## src/rtl/tlc1543_emu_if.sv

```systemverilog
// Three-wire TLC1543 serial link: I/O clock, chip select and address from the
// controller, serial data and end-of-conversion back from the ADC.
interface tlc1543_emu_if;
  logic tlc1543_clk;
  logic tlc1543_cs_n;
  logic tlc1543_addr;
  logic tlc1543_data;
  logic tlc1543_eoc;

  modport master (
    output tlc1543_clk,
    output tlc1543_cs_n,
    output tlc1543_addr,
    input  tlc1543_data,
    input  tlc1543_eoc
  );

  modport slave (
    input  tlc1543_clk,
    input  tlc1543_cs_n,
    input  tlc1543_addr,
    output tlc1543_data,
    output tlc1543_eoc
  );
endinterface

```

## src/rtl/tlc1543_emu.sv

```systemverilog
// TLC1543 ADC emulator: shifts out the previous result while capturing the next
// channel address, then runs a timed conversion from a host-writable value table.
module tlc1543_emu #(
  parameter int CONV_CYCLES = 1050
) (
  input  logic         clk_50m,
  input  logic         rst,
  tlc1543_emu_if.slave pins,
  input  logic         ch_wr_en,
  input  logic [3:0]   ch_wr_addr,
  input  logic [9:0]   ch_wr_data,
  output logic         conv_done,
  output logic [3:0]   conv_ch,
  output logic [9:0]   conv_result,
  output logic         frame_err
);

  typedef enum logic [1:0] {IDLE, SHIFT, DONE} state_t;

  state_t      state_reg, state_next;
  logic [1:0]  sclk_sync_reg, cs_sync_reg, addr_sync_reg;
  logic        sclk_d_reg, cs_d_reg;
  logic        sclk_rise, sclk_fall, cs_fall, cs_rise;

  logic [9:0]  tx_sh_reg, tx_sh_next;
  logic [3:0]  edge_cnt_reg, edge_cnt_next, edge_cnt_inc;
  logic [3:0]  addr_sh_reg, addr_sh_next;
  logic        start_req, frame_err_next;

  logic        eoc_reg;
  logic [15:0] cnt_reg;
  logic [3:0]  conv_ch_lat_reg;
  logic [9:0]  conv_val_reg;
  logic [9:0]  result_reg;
  logic        conv_done_reg, frame_err_reg;
  logic [3:0]  conv_ch_reg;
  logic [9:0]  conv_result_reg;

  logic [10:0][9:0] table_val;
  logic [9:0]       ch_value;

  // Idle levels on reset so no spurious edge is seen when reset releases.
  always_ff @(posedge clk_50m or posedge rst) begin
    if (rst) begin
      sclk_sync_reg <= 2'b00;
      cs_sync_reg   <= 2'b11;
      addr_sync_reg <= 2'b00;
      sclk_d_reg    <= 1'b0;
      cs_d_reg      <= 1'b1;
    end else begin
      sclk_sync_reg <= {sclk_sync_reg[0], pins.tlc1543_clk};
      cs_sync_reg   <= {cs_sync_reg[0], pins.tlc1543_cs_n};
      addr_sync_reg <= {addr_sync_reg[0], pins.tlc1543_addr};
      sclk_d_reg    <= sclk_sync_reg[1];
      cs_d_reg      <= cs_sync_reg[1];
    end
  end

  assign sclk_rise = sclk_sync_reg[1] & ~sclk_d_reg;
  assign sclk_fall = ~sclk_sync_reg[1] & sclk_d_reg;
  assign cs_fall   = ~cs_sync_reg[1] & cs_d_reg;
  assign cs_rise   = cs_sync_reg[1] & ~cs_d_reg;

  generate
    for (genvar gi = 0; gi < 11; gi++) begin : g_table
      logic [9:0] entry_reg;
      always_ff @(posedge clk_50m or posedge rst) begin
        if (rst) begin
          entry_reg <= 10'(gi * 64);
        end else if (ch_wr_en && ch_wr_addr == 4'(gi)) begin
          entry_reg <= ch_wr_data;
        end
      end
      assign table_val[gi] = entry_reg;
    end
  endgenerate

  // Channels 11..13 are the internal reference voltages; 14/15 read as zero.
  always_comb begin
    ch_value = 10'd0;
    case (addr_sh_reg)
      4'd11:   ch_value = 10'd512;
      4'd12:   ch_value = 10'd0;
      4'd13:   ch_value = 10'd1023;
      4'd14,
      4'd15:   ch_value = 10'd0;
      default: ch_value = table_val[addr_sh_reg];
    endcase
  end

  always_ff @(posedge clk_50m or posedge rst) begin
    if (rst) begin
      state_reg    <= IDLE;
      tx_sh_reg    <= 10'd0;
      edge_cnt_reg <= 4'd0;
      addr_sh_reg  <= 4'd0;
    end else begin
      state_reg    <= state_next;
      tx_sh_reg    <= tx_sh_next;
      edge_cnt_reg <= edge_cnt_next;
      addr_sh_reg  <= addr_sh_next;
    end
  end

  assign edge_cnt_inc = edge_cnt_reg + 4'd1;

  always_comb begin
    state_next     = state_reg;
    tx_sh_next     = tx_sh_reg;
    edge_cnt_next  = edge_cnt_reg;
    addr_sh_next   = addr_sh_reg;
    start_req      = 1'b0;
    frame_err_next = 1'b0;
    if (cs_rise) begin
      state_next = IDLE;
      if (state_reg == SHIFT) begin
        frame_err_next = 1'b1;
      end
    end else begin
      case (state_reg)
        IDLE: begin
          if (cs_fall) begin
            state_next    = SHIFT;
            tx_sh_next    = result_reg;
            edge_cnt_next = 4'd0;
            addr_sh_next  = 4'd0;
          end
        end
        SHIFT: begin
          if (sclk_rise && edge_cnt_reg < 4'd4) begin
            addr_sh_next = {addr_sh_reg[2:0], addr_sync_reg[1]};
          end
          if (sclk_fall) begin
            edge_cnt_next = edge_cnt_inc;
            if (edge_cnt_inc == 4'd10) begin
              state_next = DONE;
              // A frame landing on a busy converter is reported, not queued.
              if (eoc_reg) begin
                start_req = 1'b1;
              end else begin
                frame_err_next = 1'b1;
              end
            end else begin
              tx_sh_next = {tx_sh_reg[8:0], 1'b0};
            end
          end
        end
        default: begin
        end
      endcase
    end
  end

  always_ff @(posedge clk_50m or posedge rst) begin
    if (rst) begin
      eoc_reg         <= 1'b1;
      cnt_reg         <= 16'd0;
      conv_ch_lat_reg <= 4'd0;
      conv_val_reg    <= 10'd0;
      result_reg      <= 10'd0;
      conv_done_reg   <= 1'b0;
      conv_ch_reg     <= 4'd0;
      conv_result_reg <= 10'd0;
      frame_err_reg   <= 1'b0;
    end else begin
      conv_done_reg <= 1'b0;
      frame_err_reg <= frame_err_next;
      if (start_req) begin
        eoc_reg         <= 1'b0;
        cnt_reg         <= 16'(CONV_CYCLES);
        conv_ch_lat_reg <= addr_sh_reg;
        conv_val_reg    <= ch_value;
      end else if (!eoc_reg) begin
        if (cnt_reg == 16'd1) begin
          eoc_reg         <= 1'b1;
          cnt_reg         <= 16'd0;
          result_reg      <= conv_val_reg;
          conv_done_reg   <= 1'b1;
          conv_ch_reg     <= conv_ch_lat_reg;
          conv_result_reg <= conv_val_reg;
        end else begin
          cnt_reg <= cnt_reg - 16'd1;
        end
      end
    end
  end

  assign pins.tlc1543_data = (state_reg == SHIFT) ? tx_sh_reg[9] : 1'b0;
  assign pins.tlc1543_eoc  = eoc_reg;
  assign conv_done         = conv_done_reg;
  assign conv_ch           = conv_ch_reg;
  assign conv_result       = conv_result_reg;
  assign frame_err         = frame_err_reg;

endmodule

```

## src/flat_wrapper.sv

```systemverilog
// flat-port wrapper written by rule: the top's interface ports become plain ports
module tlc1543_emu_flat 
#(
  parameter int CONV_CYCLES = 1050
)
  (clk_50m, rst, ch_wr_en, ch_wr_addr, ch_wr_data, conv_done, conv_ch, conv_result, frame_err, pins_tlc1543_clk, pins_tlc1543_cs_n, pins_tlc1543_addr, pins_tlc1543_data, pins_tlc1543_eoc);
  tlc1543_emu_if pins_i ();
  input  logic clk_50m;
  input  logic rst;
  input  logic ch_wr_en;
  input  logic [3:0] ch_wr_addr;
  input  logic [9:0] ch_wr_data;
  output logic conv_done;
  output logic [3:0] conv_ch;
  output logic [9:0] conv_result;
  output logic frame_err;
  input wire logic [$bits(pins_i.tlc1543_clk)-1:0] pins_tlc1543_clk;
  input wire logic [$bits(pins_i.tlc1543_cs_n)-1:0] pins_tlc1543_cs_n;
  input wire logic [$bits(pins_i.tlc1543_addr)-1:0] pins_tlc1543_addr;
  output wire logic [$bits(pins_i.tlc1543_data)-1:0] pins_tlc1543_data;
  output wire logic [$bits(pins_i.tlc1543_eoc)-1:0] pins_tlc1543_eoc;
  assign pins_i.tlc1543_clk = pins_tlc1543_clk;
  assign pins_i.tlc1543_cs_n = pins_tlc1543_cs_n;
  assign pins_i.tlc1543_addr = pins_tlc1543_addr;
  assign pins_tlc1543_data = pins_i.tlc1543_data;
  assign pins_tlc1543_eoc = pins_i.tlc1543_eoc;
  tlc1543_emu #(.CONV_CYCLES(CONV_CYCLES)) u_core (.clk_50m(clk_50m), .rst(rst), .pins(pins_i), .ch_wr_en(ch_wr_en), .ch_wr_addr(ch_wr_addr), .ch_wr_data(ch_wr_data), .conv_done(conv_done), .conv_ch(conv_ch), .conv_result(conv_result), .frame_err(frame_err));
endmodule
```

## config.mk

```make
export PLATFORM = sky130hd
export DESIGN_NAME = tlc1543_emu_flat
export DESIGN_NICKNAME = d
export VERILOG_FILES = /design/src/rtl/tlc1543_emu_if.sv /design/src/rtl/tlc1543_emu.sv /design/src/flat_wrapper.sv
export SDC_FILE = /design/constraint.sdc
export NUM_CORES = 1
export LEC_CHECK = 0
export CORE_ASPECT_RATIO = 0.9
export CORE_MARGIN = 4
export CORE_UTILIZATION = 61
export DETAILED_ROUTE_END_ITERATION = 8
export GPL_TIMING_DRIVEN = 1
export PLACE_DENSITY = 0.8
export SKIP_LAST_GASP = 1
export SLEW_MARGIN = 15
export SYNTH_ARGS = -nofsm -noshare
export SYNTH_HDL_FRONTEND = slang
export SYNTH_SLANG_ARGS = --single-unit
```

## constraint.sdc

```tcl
create_clock -name clk_50m -period 7.3 [get_ports clk_50m]
set_input_delay 0.73 -clock clk_50m [delete_from_list [all_inputs] [get_ports clk_50m]]
set_output_delay 0.73 -clock clk_50m [all_outputs]
set_load 0.05 [all_outputs]
```

Yosys cells after proc, flatten, opt, wreduce, memory -nomap -nowiden
Index checks and enable logic that the tools add are counted.
{ "totals": {"input_bits": 20, "elab_cells": 128, "register_bits": 185} }
{ "op_classes": {"bitwise": 11, "n_mux": 37, "addsub": 2, "magnitude_cmp": 2, "eq_ne": 26, "n_reduce_logical": 22} }
{ "op_table": {"columns": ["op", "count"], "rows": [
  ["$mux W16", 3],
  ["$bmux W10 S4", 1],
  ["$mux W10", 4],
  ["$eq A4 B4 Y1 const B", 9],
  ["$pmux W10 S3", 1],
  ["$pmux W10 S2", 1],
  ["$mux W1", 17],
  ["$eq A16 B1 Y1 const B", 1],
  ["$eq A4 B3 Y1 const B", 4],
  ["$pmux W4 S2", 2],
  ["$sub A16 B1 Y16 const B", 1],
  ["$logic_and A1 B1 Y1", 12],
  ["$mux W4", 3],
  ["$reduce_and A4 Y1", 3],
  ["$ne A3 B1 Y1 const B", 3],
  ["$eq A4 B2 Y1 const B", 2],
  ["$mux W2", 4],
  ["$ne A2 B1 Y1 const B", 4],
  ["$not A1 Y1", 7],
  ["$lt A4 B5 Y1 const B", 1],
  ["$reduce_and A5 Y1", 1],
  ["$add A4 B1 Y4 const B", 1],
  ["$and A1 B1 Y1", 4],
  ["$eq A4 B1 Y1 const B", 1],
  ["other kinds (10)", 10]
]} }

Logic depth before layout (Yosys ltp)
{ "depth": {"depth_word": 8, "ltp_mapped": 9, "ltp_nobuf": 6} }

Worst setup path before layout
No wires, ideal clock.
{ "synth_timing": {"path_kind": "reg2reg", "from": "reg u_core.eoc_reg, in the netlist u_core.pins.tlc1543_eoc", "to": "reg u_core.conv_ch_lat_reg[0]", "t_arrival_ps": 1878, "required_time_ps": 7175, "setup_time_ps": 125, "synth_period_minus_slack_ps": 2002, "path_slack_ps": 5298, "path_stages_with_launch": 5, "cell_sequence": "dfstp_2 clkbuf_1 inv_1 nor3_2 mux2_2"} }
{ "synth_between": {"elab_chain_len": 5} }
{ "synth_rtl": {"columns": ["element", "line_no", "text"], "rows": [
  ["start: declaration", "tlc1543_emu.sv:30", "logic eoc_reg;"],
  ["start signal: assignment", "tlc1543_emu.sv:156", "eoc_reg <= 1'b1;"],
  ["start signal: assignment", "tlc1543_emu.sv:169", "eoc_reg <= 1'b0;"],
  ["start signal: assignment", "tlc1543_emu.sv:175", "eoc_reg <= 1'b1;"],
  ["$mux W1", "tlc1543_emu.sv:138", "if (eoc_reg) begin"],
  ["$mux W1", "tlc1543_emu.sv:135", "if (edge_cnt_inc == 4'd10) begin"],
  ["$mux W1", "tlc1543_emu.sv:133", "if (sclk_fall) begin"],
  ["$mux W1", "tlc1543_emu.sv:120", "case (state_reg)"],
  ["$mux W1", "tlc1543_emu.sv:114", "if (cs_rise) begin"],
  ["end signal: assignment", "tlc1543_emu.sv:171", "conv_ch_lat_reg <= addr_sh_reg;"],
  ["end: declaration", "tlc1543_emu.sv:32", "logic [3:0] conv_ch_lat_reg;"]
]} }
No other way between the ends.
A chain may end at the register's enable or synchronous reset.

Worst setup path after layout
{ "layout_timing": {"from": "reg u_core.state_reg[1]", "to": "out pins_tlc1543_data"} }
{ "layout_between": {"elab_chain_len": 2} }
{ "layout_rtl": {"columns": ["element", "line_no", "text"], "rows": [
  ["start: declaration", "tlc1543_emu.sv:20", "state_t state_reg, state_next;"],
  ["start signal: assignment", "tlc1543_emu.sv:98", "state_reg <= state_next;"],
  ["$eq A2 B1 Y1", "tlc1543_emu.sv:188", "assign pins.tlc1543_data = (state_reg == SHIFT) ? tx_sh_reg[9] : 1'b0;"],
  ["$mux W1", "tlc1543_emu.sv:188", null],
  ["end: declaration", "flat_wrapper.sv:20", "output wire logic [$bits(pins_i.tlc1543_data)-1:0] pins_tlc1543_data;"]
]} }
No other way between the ends.

==> summary.txt <==
Floorplanning
  – Die Footprint: 16000 sq um
  – Die height: between 100 and 150 microns
  – IO Pins: 38
  – CORE AREA: between 10000 and 15000 sq um
  – Row count: 40
  – Die W: 133 microns
  – Initial Utilization: a little over three fifths

Synthesis
  – Synth Area per Inst: 13.7 sq um
  – Share of the synthesized area in the top cell type: 47.8%
  – Seq cells post-synth: about 190
  – Synth cell types: 56
  – Largest area contributor in the netlist: dfrtp_1
  – Cell count after synthesis: roughly 630
  – Synth warn: 0
  – Sequential element share of the synthesized area: between 50 and 60%
  – Synth Cell Area: roughly 8600 sq um
  – Synth async-reset ratio: 100%
  – Top_reg_cell synth: dfrtp_1
  – Syn Nets: 650
  – Top cells by area, synth: dfrtp_1 48%, mux2_2 18%, dfstp_2 6.4%
  – Post-synth EDFFs: 0

Global route
  – Number of global-route vias before repair: between 5000 and 6000
  – First-pass GRT wire length: roughly 29000 microns
  – Grt total ovfl: 0
  – Largest net degree at the start of global routing: about 120
  – Total global-route track usage: a little under a quarter
  – Initial antenna violation count: 0

Timing
  – Max-slew headroom: around a quarter
  – Crit path time final: 2960 ps
  – Final Slew Violations: 0
  – WHS: ~350 ps
  – Worst Max-Slew Pin Slew: between 1000 and 1500 ps
  – Crit share post-route: just over 40%
  – Endpoints failing setup: 0
  – RSZ-0062 raised after global routing: false
  – Final hold vios: 0
  – Setup TNS: 0 ps
  – Post-route setup slack: around 4300 ps
  – Achievable Freq: roughly 340 MHz
  – Final Skew: around 9.4 ps

Pwr
  – Sw Ratio: 24.3%
  – Internal: between 1.5 and 2 mW
  – Logic pwr share: around 15%
  – Peak supply drop: around 0.20 mV
  – Static leakage: between 3 and 4 nW
  – Clock power share: between 30% and 40%
  – Sw power: 0.622 mW
  – Pwr Total: roughly 2.6 mW
  – Register share of total power: between 50% and 60%
  – PwrDens: roughly 270 nW/um^2

Finish
  – # diodes: 0
  – Commonest non-fill, non-tap cell in the layout: dfrtp_1
  – Most frequent cells in the layout: 163 x dfrtp_1, 137 x mux2_2, 37 x clkdlybuf4s50_1, 22 x nor2_1
  – Final instance area: between 9000 and 10000 sq um
  – Final #Nets: 667
  – Max FFs per register: 110
  – Post-route insts no fill: roughly 850
  – Share of layout cells above drive strength 1: around 36%
  – Post-Route Utilization: approximately 70%
  – Area delta synth->final: 11.7%

Placed design
  – Placement Cell Area: between 8000 and 9000 sq um
  – Routability cong.: about 0.84
  – IO Port Bufs: 37
  – HPWL after detailed placement: 11400 microns
  – Pre-CTS setup slack: 4300 ps
  – Inst Count DP: 813

Setup path
  – R2R setup slack: 4800 ps
  – CP arrival: about 2200 ps
  – Setup crit start kind: register
  – CP Capture Type: primary output
  – Reg-to-reg endpoint: u_core.conv_val_reg[4]
  – Crit path kind: reg2out
  – Reg2Reg Depth: 4
  – WP data required: ~6600 ps
  – RR Startpoint: u_core.addr_sh_reg[1]
  – Max Fanout on Critical Path: 20

Worst hold path
  – HP Start: u_core.addr_sync_reg[0]
  – Hold depth: 0
  – Hold crit path type: reg2reg
  – Hold EP: u_core.addr_sync_reg[1]

Clocking
  – Clock Latency Late Sink: approximately 430 ps
  – Clock sinks: about 190
  – CTS Buf Count: 17
  – CTS tree: built
  – Htree depth: 4
  – Maximum buffer depth of the clock tree: 2
  – Post-cts sizing count: 0
  – Worst-path clk slew: about 70 ps
  – Hold Buf Count CTS: 0
  – CTS Root Cell: clkbuf_16
  – Post-CTS Setup Repair Bufs: 0

Routing
  – Vias per cell: roughly 6.2
  – Drc violations: 0
  – Via Count: 5252
  – DR WL/cell: 21.0 microns
  – Initial detailed-routing violation count: between 400 and 500
  – WL final: about 18000 microns
  – ANT nets after route: 0
  – First-pass detailed-route iteration total: 5

Run
  – Max-cap violations: 0

Outcome
  – Status: completed
worst max-delay path, cell delays in order, from the launching register on:
cell,delay [ps]
dfrtp_1,570
inv_1,230
and3_1,190
clkdlybuf4s50_1,810
logic make-up (layout without fill, tap and decap cells):
logic type,count (synthesis),after routing,share of synthesized area (%)
mux,185,185,27.0
flops,185,185,54.2
simple gates,127,127,8.79
compound gates,71,71,6.12
buf+inv,52,82,3.03
fa+ha+maj,4,4,0.583
xor+xnor,2,2,0.204
area by class of cell:
cell class,count,area (sq um)
sequential,185,4660
fill,904,3980
multi-input combinational,389,3670
clock buffer,25,485
timing repair buffer,41,400
tap,189,236
clock inverter,7,96.3
inverter,9,41.3
power by group through the flow:
stage               combinational (mW)  sequential [mW]  clock, mW
finish                           0.376             1.29      0.901
global route                     0.412             1.30      0.963
CTS                              0.381             1.29      0.916
detailed placement               0.378             1.30          0
global placement                 0.359             1.29          0
floorplan                        0.314             1.26          0
synthesized netlist by cell type, types with 3 or more instances:
cell type  count
mux2_4         9
or3_1          5
and3_1         4
o21ai_0       14
a21oi_1       11
nand2_1       21
nor2_1        22
nor4_1         9
inv_1          9
nand2b_1      11
buf_4          5
o31ai_1        7
nand4_1        5
or2_2          9
nor3b_1        3
mux2_2       137
nand3_1        3
mux4_2        20
nor4b_1        5
clkbuf_1      21
mux2i_1       19
o32a_1        10
a211oi_1       4
a221o_1        7
and2_1         3
a21o_1         3
o41ai_1        3
nor2b_1        6
dfrtp_1      164
dfstp_2       21
ha_1           4
a211o_1        4
buf_2         11
nor3_1         4
or4_1          4
worst max-delay path by stage:
| stage | from | end | depth (start not counted) |
|---|---|---|---|
| after detailed placement | ch_wr_en | u_core.g_table[3].entry_reg[0] | 4 |
| after floorplan | rst | u_core.addr_sh_reg[0] | 1 |
| final | u_core.state_reg[1] | pins_tlc1543_data | 3 |
| after global routing | u_core.state_reg[1] | pins_tlc1543_data | 3 |
| after global placement | ch_wr_en | u_core.g_table[3].entry_reg[2] | 4 |
| after CTS | u_core.state_reg[1] | pins_tlc1543_data | 3 |
metal layers:
layer	up-vias	wire length (microns)	track usage, %
met3	21	610	5.32
met4	0	188	5.58
met5	-	0	0
met2	112	9230	40.6
li1	2352	-	-
met1	2767	7720	30.7
Note: power is estimated with default switching activity, not from simulation.
